--- config.mk ---
export PLATFORM = sky130hd
export DESIGN_NAME = timing_gen_flat
export DESIGN_NICKNAME = d
export VERILOG_FILES = /design/src/rtl/timing_gen_if.sv /design/src/rtl/timing_gen.sv /design/src/flat_wrapper.sv
export SDC_FILE = /design/constraint.sdc
export NUM_CORES = 1
export LEC_CHECK = 0
export CAP_MARGIN = 20
export CORE_MARGIN = 5
export CORE_UTILIZATION = 55
export DETAILED_ROUTE_END_ITERATION = 16
export PLACE_DENSITY = 0.81
export SLEW_MARGIN = 30
export SYNTH_ARGS = -nofsm -noshare
export SYNTH_HDL_FRONTEND = slang
export SYNTH_SLANG_ARGS = --single-unit
--- constraint.sdc ---
create_clock -name clk -period 3.2 [get_ports clk]
set_input_delay 0.96 -clock clk [delete_from_list [all_inputs] [get_ports clk]]
set_output_delay 0.96 -clock clk [all_outputs]
set_load 0.005 [all_outputs]
--- src/rtl/timing_gen_if.sv ---
// Bundles the start/request inputs and beat/phase outputs of timing_gen.
// step_mode exists only when TIMING_SINGLE_STEP_EN is defined.
interface timing_gen_if;
    logic qd;
    logic short;
    logic long;
    logic stop;
`ifdef TIMING_SINGLE_STEP_EN
    logic step_mode;
`endif
    logic w1, w2, w3;
    logic t1, t2, t3;
    logic running;
    logic cycle_end;

    modport slave (
        input  qd, short, long, stop,
`ifdef TIMING_SINGLE_STEP_EN
        input  step_mode,
`endif
        output w1, w2, w3, t1, t2, t3, running, cycle_end
    );

    modport master (
        output qd, short, long, stop,
`ifdef TIMING_SINGLE_STEP_EN
        output step_mode,
`endif
        input  w1, w2, w3, t1, t2, t3, running, cycle_end
    );
endinterface

--- src/rtl/timing_gen.sv ---
// Beat/phase timing generator for the hardwired controller: one-hot beats W1..W3, phases T1..T3.
// Optional single-step halting at machine-cycle end is enabled by TIMING_SINGLE_STEP_EN.
//
// state | meaning
// IDLE  | after reset, waiting for a qd press; pending beat is W1
// RUN   | sequencing phases and beats
// HALT  | stopped by stop (or step_mode); qd resumes at the pending beat
module timing_gen #(
    parameter int unsigned PHASE_CLKS = 1
) (
    input  logic        clk,
    input  logic        clr,
    timing_gen_if.slave bus
);
    typedef enum logic [1:0] {
        IDLE = 2'd0,
        RUN  = 2'd1,
        HALT = 2'd2
    } state_t;

    localparam logic [2:0] W1   = 3'b001;
    localparam logic [2:0] W2   = 3'b010;
    localparam logic [2:0] W3   = 3'b100;
    localparam logic [2:0] T1   = 3'b001;
    localparam logic [2:0] T3   = 3'b100;
    localparam logic [3:0] LAST = 4'(PHASE_CLKS - 1);

    state_t     state_q, state_d;
    logic [2:0] beat_q, beat_d;
    logic [2:0] phase_q, phase_d;
    logic [2:0] pend_q, pend_d;
    logic [3:0] cnt_q, cnt_d;
    logic       sync1_q, sync1_d;
    logic       sync2_q, sync2_d;
    logic       sync3_q, sync3_d;

    logic       go;
    logic       beat_end;
    logic       halt;
    logic [2:0] next_beat;

    always_ff @(posedge clk or posedge clr) begin
        if (clr) begin
            state_q <= IDLE;
            beat_q  <= 3'b000;
            phase_q <= 3'b000;
            pend_q  <= W1;
            cnt_q   <= 4'd0;
            sync1_q <= 1'b0;
            sync2_q <= 1'b0;
            sync3_q <= 1'b0;
        end else begin
            state_q <= state_d;
            beat_q  <= beat_d;
            phase_q <= phase_d;
            pend_q  <= pend_d;
            cnt_q   <= cnt_d;
            sync1_q <= sync1_d;
            sync2_q <= sync2_d;
            sync3_q <= sync3_d;
        end
    end

    always_comb begin
        sync1_d  = bus.qd;
        sync2_d  = sync1_q;
        sync3_d  = sync2_q;
        go       = sync2_q & ~sync3_q;
        beat_end = (phase_q == T3) && (cnt_q == LAST);

        case (beat_q)
            W1:      next_beat = bus.short ? W1 : W2;
            W2:      next_beat = bus.long ? W3 : W1;
            default: next_beat = W1;
        endcase

`ifdef TIMING_SINGLE_STEP_EN
        halt = bus.stop | (bus.step_mode & (next_beat == W1));
`else
        halt = bus.stop;
`endif

        state_d = state_q;
        beat_d  = beat_q;
        phase_d = phase_q;
        pend_d  = pend_q;
        cnt_d   = cnt_q;

        case (state_q)
            IDLE, HALT: begin
                if (go) begin
                    state_d = RUN;
                    beat_d  = pend_q;
                    phase_d = T1;
                    cnt_d   = 4'd0;
                end
            end
            RUN: begin
                if (beat_end) begin
                    cnt_d = 4'd0;
                    if (halt) begin
                        // w/t are flops, so clearing them here drops them on the halting edge
                        state_d = HALT;
                        pend_d  = next_beat;
                        beat_d  = 3'b000;
                        phase_d = 3'b000;
                    end else begin
                        beat_d  = next_beat;
                        phase_d = T1;
                    end
                end else if (cnt_q == LAST) begin
                    phase_d = {phase_q[1:0], 1'b0};
                    cnt_d   = 4'd0;
                end else begin
                    cnt_d = cnt_q + 4'd1;
                end
            end
            default: begin
                state_d = IDLE;
                beat_d  = 3'b000;
                phase_d = 3'b000;
                pend_d  = W1;
                cnt_d   = 4'd0;
            end
        endcase
    end

    assign bus.w1        = beat_q[0];
    assign bus.w2        = beat_q[1];
    assign bus.w3        = beat_q[2];
    assign bus.t1        = phase_q[0];
    assign bus.t2        = phase_q[1];
    assign bus.t3        = phase_q[2];
    assign bus.running   = (state_q == RUN);
    assign bus.cycle_end = (state_q == RUN) && beat_end && (next_beat == W1);
endmodule
--- src/flat_wrapper.sv ---
// flat-port wrapper written by rule: the top's interface ports become plain ports
module timing_gen_flat 
#(
    parameter int unsigned PHASE_CLKS = 1
)
  (clk, clr, bus_qd, bus_short, bus_long, bus_stop, bus_w1, bus_w2, bus_w3, bus_t1, bus_t2, bus_t3, bus_running, bus_cycle_end);
  timing_gen_if bus_i ();
  input  logic clk;
  input  logic clr;
  input wire logic [$bits(bus_i.qd)-1:0] bus_qd;
  input wire logic [$bits(bus_i.short)-1:0] bus_short;
  input wire logic [$bits(bus_i.long)-1:0] bus_long;
  input wire logic [$bits(bus_i.stop)-1:0] bus_stop;
  output wire logic [$bits(bus_i.w1)-1:0] bus_w1;
  output wire logic [$bits(bus_i.w2)-1:0] bus_w2;
  output wire logic [$bits(bus_i.w3)-1:0] bus_w3;
  output wire logic [$bits(bus_i.t1)-1:0] bus_t1;
  output wire logic [$bits(bus_i.t2)-1:0] bus_t2;
  output wire logic [$bits(bus_i.t3)-1:0] bus_t3;
  output wire logic [$bits(bus_i.running)-1:0] bus_running;
  output wire logic [$bits(bus_i.cycle_end)-1:0] bus_cycle_end;
  assign bus_i.qd = bus_qd;
  assign bus_i.short = bus_short;
  assign bus_i.long = bus_long;
  assign bus_i.stop = bus_stop;
  assign bus_w1 = bus_i.w1;
  assign bus_w2 = bus_i.w2;
  assign bus_w3 = bus_i.w3;
  assign bus_t1 = bus_i.t1;
  assign bus_t2 = bus_i.t2;
  assign bus_t3 = bus_i.t3;
  assign bus_running = bus_i.running;
  assign bus_cycle_end = bus_i.cycle_end;
  timing_gen #(.PHASE_CLKS(PHASE_CLKS)) u_core (.clk(clk), .clr(clr), .bus(bus_i));
endmodule
==> results.yml <==
timing:
  layout_setup_ws_ns: 0.126
  slew_violations: 0
  timing.final.crit_share: 0.961
  slew_headroom: 0.556
  final.setup_skew_ns: 0.00647
  rsz0062_at_grt: "false"
  finalHoldViolCount: 0
  tightest_slew_ns: 0.665
  max_freq_mhz: 325
  fin_tns_setup_ns: 0
  setup_viol: 0
  period_needed_ns: 3.07
route:
  drc: 0
  ant_nets: 0
  vias_per_cell: 6.04
  routedWlPerCell_um: 15.4
  vias: 749
  drt-total-wl_um: 1910
  dr.pass1.iters: 4
  drt-initial-drc-count: 8
placed_design:
  portBuffers: 13
  post-place-ws_ns: -0.298
  dp_hpwl_um: 1430
  gp_congestion: 0.810
  dp.cells: 120
  placed_area_mm2: 0.00108
floorplan:
  ios: 14
  core.rowCount: 14
  die_w_um: 50.5
  dieArea_mm2: 0.00255
  initial_core_util: 0.593
  die_h_um: 50.5
  core_mm2: 0.00152
synthesis:
  synth.cell_area_um2: 903
  synth_ff_type: "dfrtp_1"
  syn-instance-count: 88
  synth_edf_count: 0
  synthArstFlopShare: 1.00
  ys_ff_latch: 18
  yosysUniqueCellTypes: 36
  ys.warnings.count: 0
  syn_avg_cell_area_um2: 10.3
  syn-num-nets: 96
  yosysSeqAreaShare: 0.500
clocking:
  h-tree-depth: 1
  clk_pin_slew_ns: 0.10
  cts_buffers: 3
  clkSinkCount: 18
  postCtsHoldBufs: 0
  root_buffer: "clkbuf_4"
  cts_tree: "done"
  clockBufferDepth: 2
  clk_latency_ns: 0.29
worst_setup_path:
  reg2reg_depth: 6
  critPathRequiredTime_ns: 2.24
  cp-end-kind: "output pin"
  r2r_start: "u_core.cnt_q[0]"
  r2r_end: "u_core.beat_q[2]"
  r2r_setup_slack_ns: 1.51
  arrival_ns: 2.11
  start_kind: "primary input"
  worstSetupPathType: "primary input to output pin"
  crit_fanout: 2
power_and_ir_drop:
  pwr-share-seq: 0.431
  clockPowerShare: 0.178
  p_sw_uw: 274
  p_per_area_mw_per_mm2: 697
  power_frac_comb: 0.391
  peakVddDrop_uv: 562
  p_sw_frac: 0.348
  cellLeakagePower_uw: 0.000514
  p_int_uw: 513
global_routing:
  grt_pass1_vias: 770
  grt_usage: 0.172
  antenna_found_initial: 0
  grt_pass1_wl_um: 3390
  grt-ovfl-total: 0
  grt_max_degree: 19
finish:
  syn_to_final_growth_pct: 25.1
  n_antenna_cell: 0
  final_cells: 124
  drive_gt1_frac: 0.194
  design_area_mm2: 0.00113
  utilization: 0.741
  nets: 117
min_path:
  min_to: "u_core.sync2_q"
  hold_path_class: "flop to flop"
  min_from: "u_core.sync1_q"
  hold_path_depth: 0
status:
  status: "finished, final reports clean"
flow_run:
  max_cap_viol_count: 0
[per-stage QoR]
stage	total power [uW]	hold WS, ns
after CTS	795	0.385
after floorplan	499	0.331
after global routing	842	0.387
final	787	0.380
after detailed placement	644	0.362
after global placement	632	0.338
[placed cells by master (no fill, tap or decap), drive strengths merged, types with 2 or more instances in the layout]
master         instances
and3                   2
nor4                   2
nor3b                  2
nand2b                 2
dfrtp                 17
nand2                 11
and3b                  2
nand3                  6
nor2                   5
inv                    6
o22ai                  2
o2bb2ai                2
a211o                  2
buf                    6
clkdlybuf4s50         11
a21oi                  2
clkbuf                 4
ha                     2
o21ai                  6
nor2b                  3
[layout make-up]
class,count,area [um2]
sequential,18,452
multi-input combinational,62,438
fill,115,394
timing repair buffer,18,161
clock buffer,4,36.3
inverter,6,22.5
tap,16,20.0
[repair_timing]
item                                    in CTS  in global routing
pin swaps                                    1                  0
setup buffers                                0                  0
resized for setup                            8                  1
endpoints found under the setup margin       1                  1
[kinds of logic (layout without fill, tap and decap cells)]
family / after synthesis / in the layout / synth area share
flops: 18 / 18 / 0.500
compound gates: 20 / 20 / 0.163
xor+xnor: 1 / 1 / 0.00970
simple gates: 39 / 39 / 0.258
fa+ha+maj: 2 / 2 / 0.0277
buf+inv: 8 / 28 / 0.0415
[power by group through the flow]
stage	registers, uW	logic (uW)	clock network [uW]
floorplan	316	183	0
global placement	335	297	0
detailed placement	338	306	0
CTS	338	314	143
global route	349	337	156
finish	339	308	140
[metal layers]
layer | track usage | wire [um]
met5 | 0 | 0
met1 | 0.204 | 841
met4 | 0.0638 | 8
met2 | 0.302 | 977
met3 | 0.0385 | 85
[registers in the layout (all words and copies together), names as in the netlist]
signal	count
u_core.state_q	2
u_core.sync1_q	1
u_core.pend_q	3
u_core.cnt_q	4
u_core.phase_q	3
u_core.sync3_q	1
u_core.sync2_q	1
u_core.beat_q	3
[Yosys cell counts, types with 2 or more instances]
master	count	share of area
dfrtp_1	17	0.47
nor2b_1	3	0.021
a21oi_1	2	0.011
nor2_1	4	0.017
buf_4	2	0.017
nand2b_1	2	0.014
nand3_1	6	0.033
ha_1	2	0.028
o2bb2ai_1	2	0.019
nand2_1	11	0.046
o21ai_0	5	0.028
a211o_1	2	0.019
inv_1	6	0.025
nor4_1	2	0.014
[worst max-delay path, cell delays in order]
cell	delay, ns
clkdlybuf4s50_1	0.46
nor4bb_4	0.19
buf_4	0.16
nor2_2	0.04
and3_2	0.19
buf_2	0.12
[worst max-delay path by stage]
stage,start,to,cells after the start
6_report,bus_long,bus_cycle_end,6
5_1_grt,bus_long,bus_cycle_end,6
4_1_cts,bus_long,bus_cycle_end,6
3_3_place_gp,bus_long,bus_cycle_end,6
2_1_floorplan,bus_short,bus_cycle_end,3
3_5_place_dp,bus_long,bus_cycle_end,6
Note: power is estimated with default switching activity, not from simulation.
